==> config.mk <==
export PLATFORM = sky130hd
export DESIGN_NAME = uart_tx_core
export DESIGN_NICKNAME = d
export VERILOG_FILES = /design/src/rtl/uart_pkg.sv /design/src/rtl/uart_tx_shifter.sv /design/src/rtl/uart_tx_core.sv
export SDC_FILE = /design/constraint.sdc
export NUM_CORES = 1
export LEC_CHECK = 0
export BUFFER_PORTS_ARGS = -buffer_cell sky130_fd_sc_hd__buf_2
export CELL_PAD_IN_SITES_DETAIL_PLACEMENT = 0
export CELL_PAD_IN_SITES_GLOBAL_PLACEMENT = 1
export CORE_AREA = 2 2 69 71
export DETAILED_ROUTE_END_ITERATION = 10
export DIE_AREA = 0 0 71 73
export HOLD_SLACK_MARGIN = 0.15
export PLACE_DENSITY_LB_ADDON = 0.1
export SYNTH_ARGS = -nofsm -noshare
export SYNTH_HDL_FRONTEND = slang
export SYNTH_SLANG_ARGS = --single-unit
==> constraint.sdc <==
create_clock -name clk -period 1.35 [get_ports clk]
set_input_delay 0.3375 -clock clk [delete_from_list [all_inputs] [get_ports clk]]
set_output_delay 0.3375 -clock clk [all_outputs]
set_load 0.1 [all_outputs]
==> src/rtl/uart_pkg.sv <==
// Shared UART definitions: state encodings, frame constants and the
// majority-vote helper used by the triplicated register option.
package uart_pkg;

    localparam int DATA_BITS = 8;
    localparam int STATE_W   = 5;
    localparam int CNT_W     = 4;
    localparam int VOTE_W    = STATE_W + CNT_W + 1;

    typedef enum logic [STATE_W-1:0] {
        ST_INTERVAL  = 5'b0_0001,
        ST_STARTBIT  = 5'b0_0010,
        ST_DATABITS  = 5'b0_0100,
        ST_PARITYBIT = 5'b0_1000,
        ST_STOPBIT   = 5'b1_0000
    } uart_state_e;

    // Bitwise 2-of-3 vote over a packed {state, counter, line} word.
    function automatic logic [VOTE_W-1:0] maj3(input logic [VOTE_W-1:0] a,
                                               input logic [VOTE_W-1:0] b,
                                               input logic [VOTE_W-1:0] c);
        return (a & b) | (b & c) | (c & a);
    endfunction

endpackage

==> src/rtl/uart_tx_shifter.sv <==
// Transmit datapath: one-entry holding register, output shift register and
// the parity/frame-format latch captured when a byte moves into the shifter.
module uart_tx_shifter
    import uart_pkg::*;
(
    input  logic                 clk,
    input  logic                 rst,
    input  logic [DATA_BITS-1:0] data,
    input  logic                 valid,
    input  logic                 parity_enable,
    input  logic                 parity_odd,
    input  logic                 load,
    input  logic                 shift,
    output logic                 hold_full,
    output logic                 shift_lsb_next,
    output logic                 parity_bit,
    output logic                 frame_parity_en
);

    logic [DATA_BITS-1:0] hold_q;
    logic [DATA_BITS-1:0] shift_q;
    logic [DATA_BITS-1:0] shift_d;
    logic                 hold_full_q;
    logic                 parity_q;
    logic                 parity_en_q;
    logic                 accept;

    // Accept only into an empty holder and load only from a full one, so the
    // two can never coincide.
    assign accept = valid && !hold_full_q;

    always_comb begin
        shift_d = shift_q;
        if (load) begin
            shift_d = hold_q;
        end else if (shift) begin
            shift_d = {1'b0, shift_q[DATA_BITS-1:1]};
        end
    end

    always_ff @(posedge clk) begin
        if (rst) begin
            hold_q      <= '0;
            hold_full_q <= 1'b0;
            shift_q     <= '0;
            parity_q    <= 1'b0;
            parity_en_q <= 1'b0;
        end else begin
            shift_q <= shift_d;
            if (accept) begin
                hold_q      <= data;
                hold_full_q <= 1'b1;
            end else if (load) begin
                hold_full_q <= 1'b0;
            end
            if (load) begin
                parity_q    <= (^hold_q) ^ parity_odd;
                parity_en_q <= parity_enable;
            end
        end
    end

    assign hold_full       = hold_full_q;
    assign shift_lsb_next  = shift_d[0];
    assign parity_bit      = parity_q;
    assign frame_parity_en = parity_en_q;

endmodule

==> src/rtl/uart_tx_core.sv <==
// UART transmit core: frame FSM, data-bit counter and registered line driver.
// Define UART_TX_TMR_EN to triplicate the state, counter and Tx_o registers.
//
// state     | meaning
// INTERVAL  | idle, line high, waiting for a queued byte
// STARTBIT  | driving the start bit (0)
// DATABITS  | shifting out 8 data bits, LSB first
// PARITYBIT | driving the parity bit latched for this frame
// STOPBIT   | driving the stop bit (1), may chain straight into the next frame
module uart_tx_core
    import uart_pkg::*;
(
    input  logic                 clk,
    input  logic                 rst,
    input  logic                 BaudSig_i,
    input  logic [DATA_BITS-1:0] Data_i,
    input  logic                 Valid_i,
    output logic                 Ready_o,
    input  logic                 ParityEnable_i,
    input  logic                 ParityOdd_i,
    output logic                 Tx_o,
    output logic                 Busy_o,
    output logic                 Done_o,
    output logic [STATE_W-1:0]   State_o,
    output logic [CNT_W-1:0]     BitCounter_o
);

    localparam logic [CNT_W-1:0] CNT_LAST = CNT_W'(DATA_BITS - 1);

    logic [STATE_W-1:0] state_cur;
    logic [STATE_W-1:0] state_d;
    logic [CNT_W-1:0]   cnt_cur;
    logic [CNT_W-1:0]   cnt_d;
    logic               tx_cur;
    logic               tx_d;
    logic               done_q;
    logic               load;
    logic               shift;
    logic               hold_full;
    logic               shift_lsb_next;
    logic               parity_bit;
    logic               frame_parity_en;

    uart_tx_shifter u_shifter (
        .clk             (clk),
        .rst             (rst),
        .data            (Data_i),
        .valid           (Valid_i),
        .parity_enable   (ParityEnable_i),
        .parity_odd      (ParityOdd_i),
        .load            (load),
        .shift           (shift),
        .hold_full       (hold_full),
        .shift_lsb_next  (shift_lsb_next),
        .parity_bit      (parity_bit),
        .frame_parity_en (frame_parity_en)
    );

    always_comb begin
        state_d = state_cur;
        cnt_d   = '0;
        load    = 1'b0;
        shift   = 1'b0;
        tx_d    = 1'b1;

        case (state_cur)
            ST_INTERVAL: begin
                if (BaudSig_i && hold_full) begin
                    state_d = ST_STARTBIT;
                    load    = 1'b1;
                end
            end
            ST_STARTBIT: begin
                if (BaudSig_i) begin
                    state_d = ST_DATABITS;
                end
            end
            ST_DATABITS: begin
                cnt_d = cnt_cur;
                if (BaudSig_i) begin
                    shift = 1'b1;
                    // >= so an upset counter cannot run past the last bit
                    if (cnt_cur >= CNT_LAST) begin
                        cnt_d   = '0;
                        state_d = frame_parity_en ? ST_PARITYBIT : ST_STOPBIT;
                    end else begin
                        cnt_d = cnt_cur + 4'd1;
                    end
                end
            end
            ST_PARITYBIT: begin
                if (BaudSig_i) begin
                    state_d = ST_STOPBIT;
                end
            end
            ST_STOPBIT: begin
                if (BaudSig_i) begin
                    if (hold_full) begin
                        state_d = ST_STARTBIT;
                        load    = 1'b1;
                    end else begin
                        state_d = ST_INTERVAL;
                    end
                end
            end
            default: begin
                state_d = ST_INTERVAL;
            end
        endcase

        case (state_d)
            ST_STARTBIT:  tx_d = 1'b0;
            ST_DATABITS:  tx_d = shift_lsb_next;
            ST_PARITYBIT: tx_d = parity_bit;
            default:      tx_d = 1'b1;
        endcase
    end

`ifdef UART_TX_TMR_EN
    (* preserve *) logic [STATE_W-1:0] state_a;
    (* preserve *) logic [STATE_W-1:0] state_b;
    (* preserve *) logic [STATE_W-1:0] state_c;
    (* preserve *) logic [CNT_W-1:0]   cnt_a;
    (* preserve *) logic [CNT_W-1:0]   cnt_b;
    (* preserve *) logic [CNT_W-1:0]   cnt_c;
    (* preserve *) logic               tx_a;
    (* preserve *) logic               tx_b;
    (* preserve *) logic               tx_c;
    logic [VOTE_W-1:0] voted;

    assign voted = maj3({state_a, cnt_a, tx_a},
                        {state_b, cnt_b, tx_b},
                        {state_c, cnt_c, tx_c});
    assign {state_cur, cnt_cur, tx_cur} = voted;

    // All copies reload from the voted next value, scrubbing any single upset.
    always_ff @(posedge clk) begin
        if (rst) begin
            state_a <= ST_INTERVAL;
            state_b <= ST_INTERVAL;
            state_c <= ST_INTERVAL;
            cnt_a   <= '0;
            cnt_b   <= '0;
            cnt_c   <= '0;
            tx_a    <= 1'b1;
            tx_b    <= 1'b1;
            tx_c    <= 1'b1;
        end else begin
            state_a <= state_d;
            state_b <= state_d;
            state_c <= state_d;
            cnt_a   <= cnt_d;
            cnt_b   <= cnt_d;
            cnt_c   <= cnt_d;
            tx_a    <= tx_d;
            tx_b    <= tx_d;
            tx_c    <= tx_d;
        end
    end
`else
    logic [STATE_W-1:0] state_q;
    logic [CNT_W-1:0]   cnt_q;
    logic               tx_q;

    always_ff @(posedge clk) begin
        if (rst) begin
            state_q <= ST_INTERVAL;
            cnt_q   <= '0;
            tx_q    <= 1'b1;
        end else begin
            state_q <= state_d;
            cnt_q   <= cnt_d;
            tx_q    <= tx_d;
        end
    end

    assign state_cur = state_q;
    assign cnt_cur   = cnt_q;
    assign tx_cur    = tx_q;
`endif

    always_ff @(posedge clk) begin
        if (rst) begin
            done_q <= 1'b0;
        end else begin
            done_q <= BaudSig_i && (state_cur == ST_STOPBIT);
        end
    end

    assign Ready_o      = !hold_full;
    assign Busy_o       = (state_cur != ST_INTERVAL) || hold_full;
    assign Done_o       = done_q;
    assign Tx_o         = tx_cur;
    assign State_o      = state_cur;
    assign BitCounter_o = cnt_cur;

endmodule

==> results.toml, run 1 <==
[status]
outcome = "finished with violations"
violations = "negative setup slack"

[floorplanning]
die_w_um = 71
die_h_um = 73
rows = 25
core_area_um2 = 4540
initial_core_util = 0.346
dieArea_um2 = 5180
ios = 27

[critical_path]
cp_slowest_cell = "dfxtp_4"
rr_startpoint = "State_o[3]"
crit-reg2reg-capture = "Tx_o"
path_buf_inv = 2
path_class = "reg -> out"
r2r_cells = 6
arrival_ps = 1240
worstSetupStartpointType = "flop"
path_max_fanout = 2
reg2reg_setup_slack_ps = -200
slowest_delay_ps = 360
worstPathRequired_ps = 1010
cp_cell_sequence = "nor2_4, buf_6, nand2_4, nor2_4, nand2_2, buf_12"
crit_top_cell = "nor2_4"
critPathCaptureType = "primary output"
crit_family = "flip-flops"

[power_and_ir_drop]
p_switching_mw = 0.664
swShare = 0.295
irDropWorstVdd_mv = 0.634
clockPowerShare = 0.333
p_int_mw = 1.59
combPwrFrac = 0.239
power_frac_seq = 0.428
p_per_area_nw_per_um2 = 865
p_leak_nw = 1.03

[route]
num_vias = 1432
route.detailed.drc = 0
drtAntennaViolNets = 0
drt-vias-per-instance = 4.92
drt_wl_total_um = 4010
wl_per_cell_um = 13.8
first_pass_iters = 4
drt-initial-drc-count = 58

[logic_synthesis]
synth_top_area_frac = 0.383
yosysWarningCount = 0
synth_ff_type = "dfxtp_1"
syn_area_per_cell_um2 = 9.23
synth_enable_flop_cells = 0
synth.most_common_cell = "dfxtp_1"
async_flop_share = 0
netlist_instances = 170
ys_seq_area_frac = 0.383
netlist-cell-type-count = 48
synth.net_count = 185
synth_common_cells = "dfxtp_1 (30), nor2_1 (27), mux2i_1 (14), a21oi_1 (12), nand2_1 (11)"
synth.largest_area_cell = "dfxtp_1"
netlist_top_cells_area = "dfxtp_1 (38%), mux2i_1 (8.9%), nor2_1 (6.5%), a211oi_2 (4.8%), a21oi_1 (3.8%)"
synth_seq_cells = 30
synth_area_um2 = 1570

[sta]
setup_violations = 20
fin_crit_sh = 1.17
report.final.slew_viol_count = 0
skew_ps = 4.27
hold_violations = 0
fmax_ghz = 0.635
min_period_ps = 1580
rsz0062_at_grt = "true"
tightest_slew_ps = 247
maxSlewHeadroom = 0.835
setup_slack_ps = -226

[finish]
utilization = 0.574
syn_to_final_growth_pct = 65.9
n_antenna_cell = 0
fin_cells = 291
drive_gt1_frac = 0.591
final_nets = 251

[min_path]
hold_class = "in -> reg"
min_from = "Data_i[2]"
holdPathStages = 3
holdPathEnd = "u_shifter.hold_q[2]"

[placed_design]
dp_cells = 270
gp_congestion = 0.832
dp_hpwl_um = 2730
port_buffers = 26

[global_routing]
grt_pass1_vias = 1521
grt_overflow = 0
grt_pass1_wl_um = 6930
globalRouteTotalUtil = 0.170
grt_max_degree = 17
antenna_found_initial = 0

[cts]
clk_pin_slew_ps = 70
cts_tree = "yes"
cts_made_buffers = 5
clock-root-buffer = "clkbuf_8"
cts_buffer_depth = 2
clock_sinks = 30
cts_max_level = 2
clk_latency_ps = 280

[job]
maxCapViolCount = 0
how the worst max path moves through the flow:
| stage | startpoint | end | slack, ps | cells past startpoint |
|---|---|---|---|---|
| 6_report | State_o[3] | Busy_o | -230 | 6 |
| 5_1_grt | State_o[3] | Busy_o | -270 | 6 |
| 4_1_cts | State_o[1] | Busy_o | -200 | 6 |
| 3_5_place_dp | BaudSig_i | Tx_o | -140 | 5 |
| 3_3_place_gp | State_o[4] | u_shifter.shift_q[1] | -100 | 6 |
| 2_1_floorplan | State_o[4] | u_shifter.shift_q[7] | -330 | 8 |
worst min-delay path: cells and delay by family:
kind                   cells  cell delay, ps
muxes                      1              50
and+or+nand+nor            1              70
buffers and inverters      1              70
power by group through the flow:
stage	sequential, mW	combinational (mW)	clock, mW
floorplan	0.991	0.284	0
global placement	0.972	0.456	0
detailed placement	0.973	0.458	0
CTS	0.960	0.505	0.775
global route	0.969	0.579	0.823
finish	0.964	0.537	0.749
logic make-up (layout without fill, tap and decap cells):
group	Yosys count	in the layout	synth area share
flops	30	30	0.383
compound gates	28	28	0.132
simple gates	73	74	0.248
xor+xnor	8	8	0.0582
mux	15	15	0.0989
buf+inv	15	81	0.0718
fa+ha+maj	1	1	0.00797
per-stage QoR:
step                setup slack [ps]  TNS, ps  hold slack (ps)  area (µm²)  power, mW
floorplan                       -330    -4240              429        1630       1.27
global placement                -104    -1000              448        2170       1.43
detailed placement              -139     -988              457        2170       1.43
CTS                             -204    -1610              288        2460       2.24
global route                    -273    -3340              294        2600       2.37
finish                          -226    -2290              289        2600       2.25
metal layers:
| metal | part of all wire | track usage | wire [µm] |
|---|---|---|---|
| met5 | 0 | 0 | 0 |
| met4 | 0.010 | 0.0503 | 42 |
| met3 | 0.037 | 0.0525 | 148 |
| met2 | 0.48 | 0.285 | 1940 |
| met1 | 0.47 | 0.211 | 1880 |
cell type report:
class / instances / area, µm²
flip-flops and latches: 30 / 633
repair buffers: 71 / 716
fillers: 387 / 1930
multi-input cells: 126 / 1080
well taps: 54 / 67.6
clock buffers: 6 / 82.6
inverters: 2 / 7.51
clock inverters: 2 / 11.3
cell usage in the layout, fill, tap and decap left out, types with 2 or more instances in the layout:
cell / instances
nand2_2: 3
buf_6: 12
buf_12: 13
nor2_4: 10
dfxtp_1: 18
xnor2_1: 3
clkbuf_8: 6
nor2_2: 4
nand3b_1: 2
mux2i_1: 12
dfxtp_2: 5
nand2_1: 8
or2_4: 2
a211oi_2: 6
xnor2_2: 2
nor3_4: 2
dfxtp_4: 7
nor3b_1: 2
a21oi_2: 4
nor4b_2: 3
a21oi_1: 8
buf_2: 13
nor2_1: 14
nor3_1: 8
nand3_1: 2
buf_4: 32
mux2i_2: 2
sequential cells by signal, indices dropped and copies added, names as in the netlist:
signal	flops
u_shifter.hold_q	8
u_shifter.shift_q	8
State_o	5
BitCounter_o	4
Done_o	1
Tx_o	1
u_shifter.frame_parity_en	1
u_shifter.hold_full	1
u_shifter.parity_bit	1
timing repair:
item	in CTS	in global routing
cloned	1	0
hold buffers	0	0
setup buffers	11	4
pin swaps	18	9
setup endpoints to repair	17	28
resized for setup	35	32
Note: power is estimated with default switching activity, not from simulation.
==> run 2: changes to the inputs <==
BUFFER_PORTS_ARGS = -buffer_cell sky130_fd_sc_hd__buf_4   (was -buffer_cell sky130_fd_sc_hd__buf_2)
==> run 2 against run 1 <==
Against the previous run:
- the flow still finishes with violations (negative setup slack)
- worst setup slack better by 32 ps
- total power up 7.7%
- non-clock buffer count did not move
- cell count stayed put
- hold slack improved by 2.8 ps
- sequential share of layout area grew 0.37 points
- sequential power is 0.4% lower
- cell area shrank 1.5%
- combinational power grew 8.9%
- critical path depth fell by 1
- largest cell class unchanged
- largest power group unchanged
==> results.toml, run 2 (synthesis gave the netlist of run 1 again) <==
[critical_path]
reg2reg_setup_slack_ps = -180
cp_cell_sequence = "nor2_4, nand2_2, nor2_4, nand2_2, buf_12"
crit_family = "flip-flops"
r2r_cells = 6
cp_slowest_cell = "dfxtp_4"
rr_startpoint = "State_o[2]"
arrival_ps = 1210
worstPathRequired_ps = 1010
worstSetupStartpointType = "flop"
path_buf_inv = 1
critPathCaptureType = "primary output"
crit_cells = 5
critPathLaunch = "State_o[3]"
slowest_delay_ps = 380
path_class = "reg -> out"
path_max_fanout = 7

[min_path]
hold_class = "in -> reg"
min_from = "Data_i[1]"
holdPathStages = 3

[floorplanning]
dieArea_um2 = 5180
die_h_um = 73
rows = 25
initial_core_util = 0.346
ios = 27
die_w_um = 71
core_area_um2 = 4540

[sta]
fmax_ghz = 0.648
min_period_ps = 1540
setup_slack_ps = -194
maxSlewHeadroom = 0.743
hold_ws_ps = 292
rsz0062_at_grt = "true"
report.final.slew_viol_count = 0
skew_ps = 6.51
hold_violations = 0
tightest_slew_ps = 381
setup_violations = 18
fin_crit_sh = 1.14
setup_tns_ps = -1430

[route]
num_vias = 1437
route.detailed.drc = 0
drt-vias-per-instance = 4.94
drtAntennaViolNets = 0
first_pass_iters = 4
drt-initial-drc-count = 37
drt_wl_total_um = 4110
wl_per_cell_um = 14.1

[global_routing]
grt_pass1_wl_um = 6580
grt_pass1_vias = 1446
antenna_found_initial = 0
globalRouteTotalUtil = 0.164
grt_max_degree = 17
grt_overflow = 0

[cts]
cts_max_level = 2
clock_sinks = 30
clk_pin_slew_ps = 60
cts_buffer_depth = 2
cts-hold-fix-buffers = 0
clock-root-buffer = "clkbuf_8"
cts_tree = "yes"
clk_latency_ps = 280
cts_made_buffers = 5

[finish]
drive_gt1_frac = 0.595
utilization = 0.565
final_nets = 251
n_antenna_cell = 0
mostFrequentLayoutCells = "buf_4 (51), dfxtp_1 (18), nor2_1 (14)"
stdcell_area_um2 = 2560
syn_to_final_growth_pct = 63.4
fin_cells = 291
layout_commonest_cell = "buf_4"

[placed_design]
dp_cells = 274
gp_congestion = 0.825
dp_hpwl_um = 2910
dpl_worst_slack_ps = -138
port_buffers = 26
placed_area_um2 = 2070

[power_and_ir_drop]
irDropWorstVdd_mv = 0.531
p_leak_nw = 1.04
p_per_area_nw_per_um2 = 945
p_total_mw = 2.42

[job]
maxCapViolCount = 0

[status]
violations = "negative setup slack"
outcome = "finished with violations"
run 2: cell count changes in the layout (fill, tap and decap cells not counted), moves of 2 or more:
cell	previous run	this run
nand2_1	8	3
nand2_2	3	8
buf_4	32	51
buf_6	12	10
buf_12	13	8
nor4b_2	3	1
buf_2	13	0
run 2: cell type report:
class / count / area, µm²
Timing Repair Buffer: 71 / 686
Clock buffer: 8 / 111
Fill cell: 395 / 1970
Inverter: 2 / 10.0
Tap cell: 54 / 67.6
Multi-Input combinational cell: 126 / 1060
Sequential cell: 30 / 633
run 2: worst paths after layout:
path,to
worst max-delay path,Busy_o
worst min-delay path,u_shifter.hold_q[1]
worst max register to register,Tx_o
worst min register to register,u_shifter.parity_bit
run 2: worst min-delay path: cells and delay by family:
| kind | cells | cell delay [ps] |
|---|---|---|
| AND/OR/NAND/NOR | 1 | 70 |
| multiplexers | 1 | 50 |
| buffers and inverters | 1 | 80 |
run 2: per-layer routing:
layer / GRT usage / wire [µm]
met1: 0.212 / 1970
met2: 0.255 / 1900
met3: 0.0428 / 145
met4: 0.0797 / 93
met5: 0 / 0
run 2: power by group:
group / internal (mW) / switching (mW) / leakage [nW]
Combinational: 0.287 / 0.297 / 0.728
Clock: 0.527 / 0.352 / 0.0566
Sequential: 0.917 / 0.0427 / 0.251
Total: 1.73 / 0.692 / 1.04
run 2: timing repair:
item,CTS,global route
gates cloned,0,1
setup endpoints to repair,22,26
gates resized for setup,40,47
pin swaps,9,21
buffers inserted,6,3
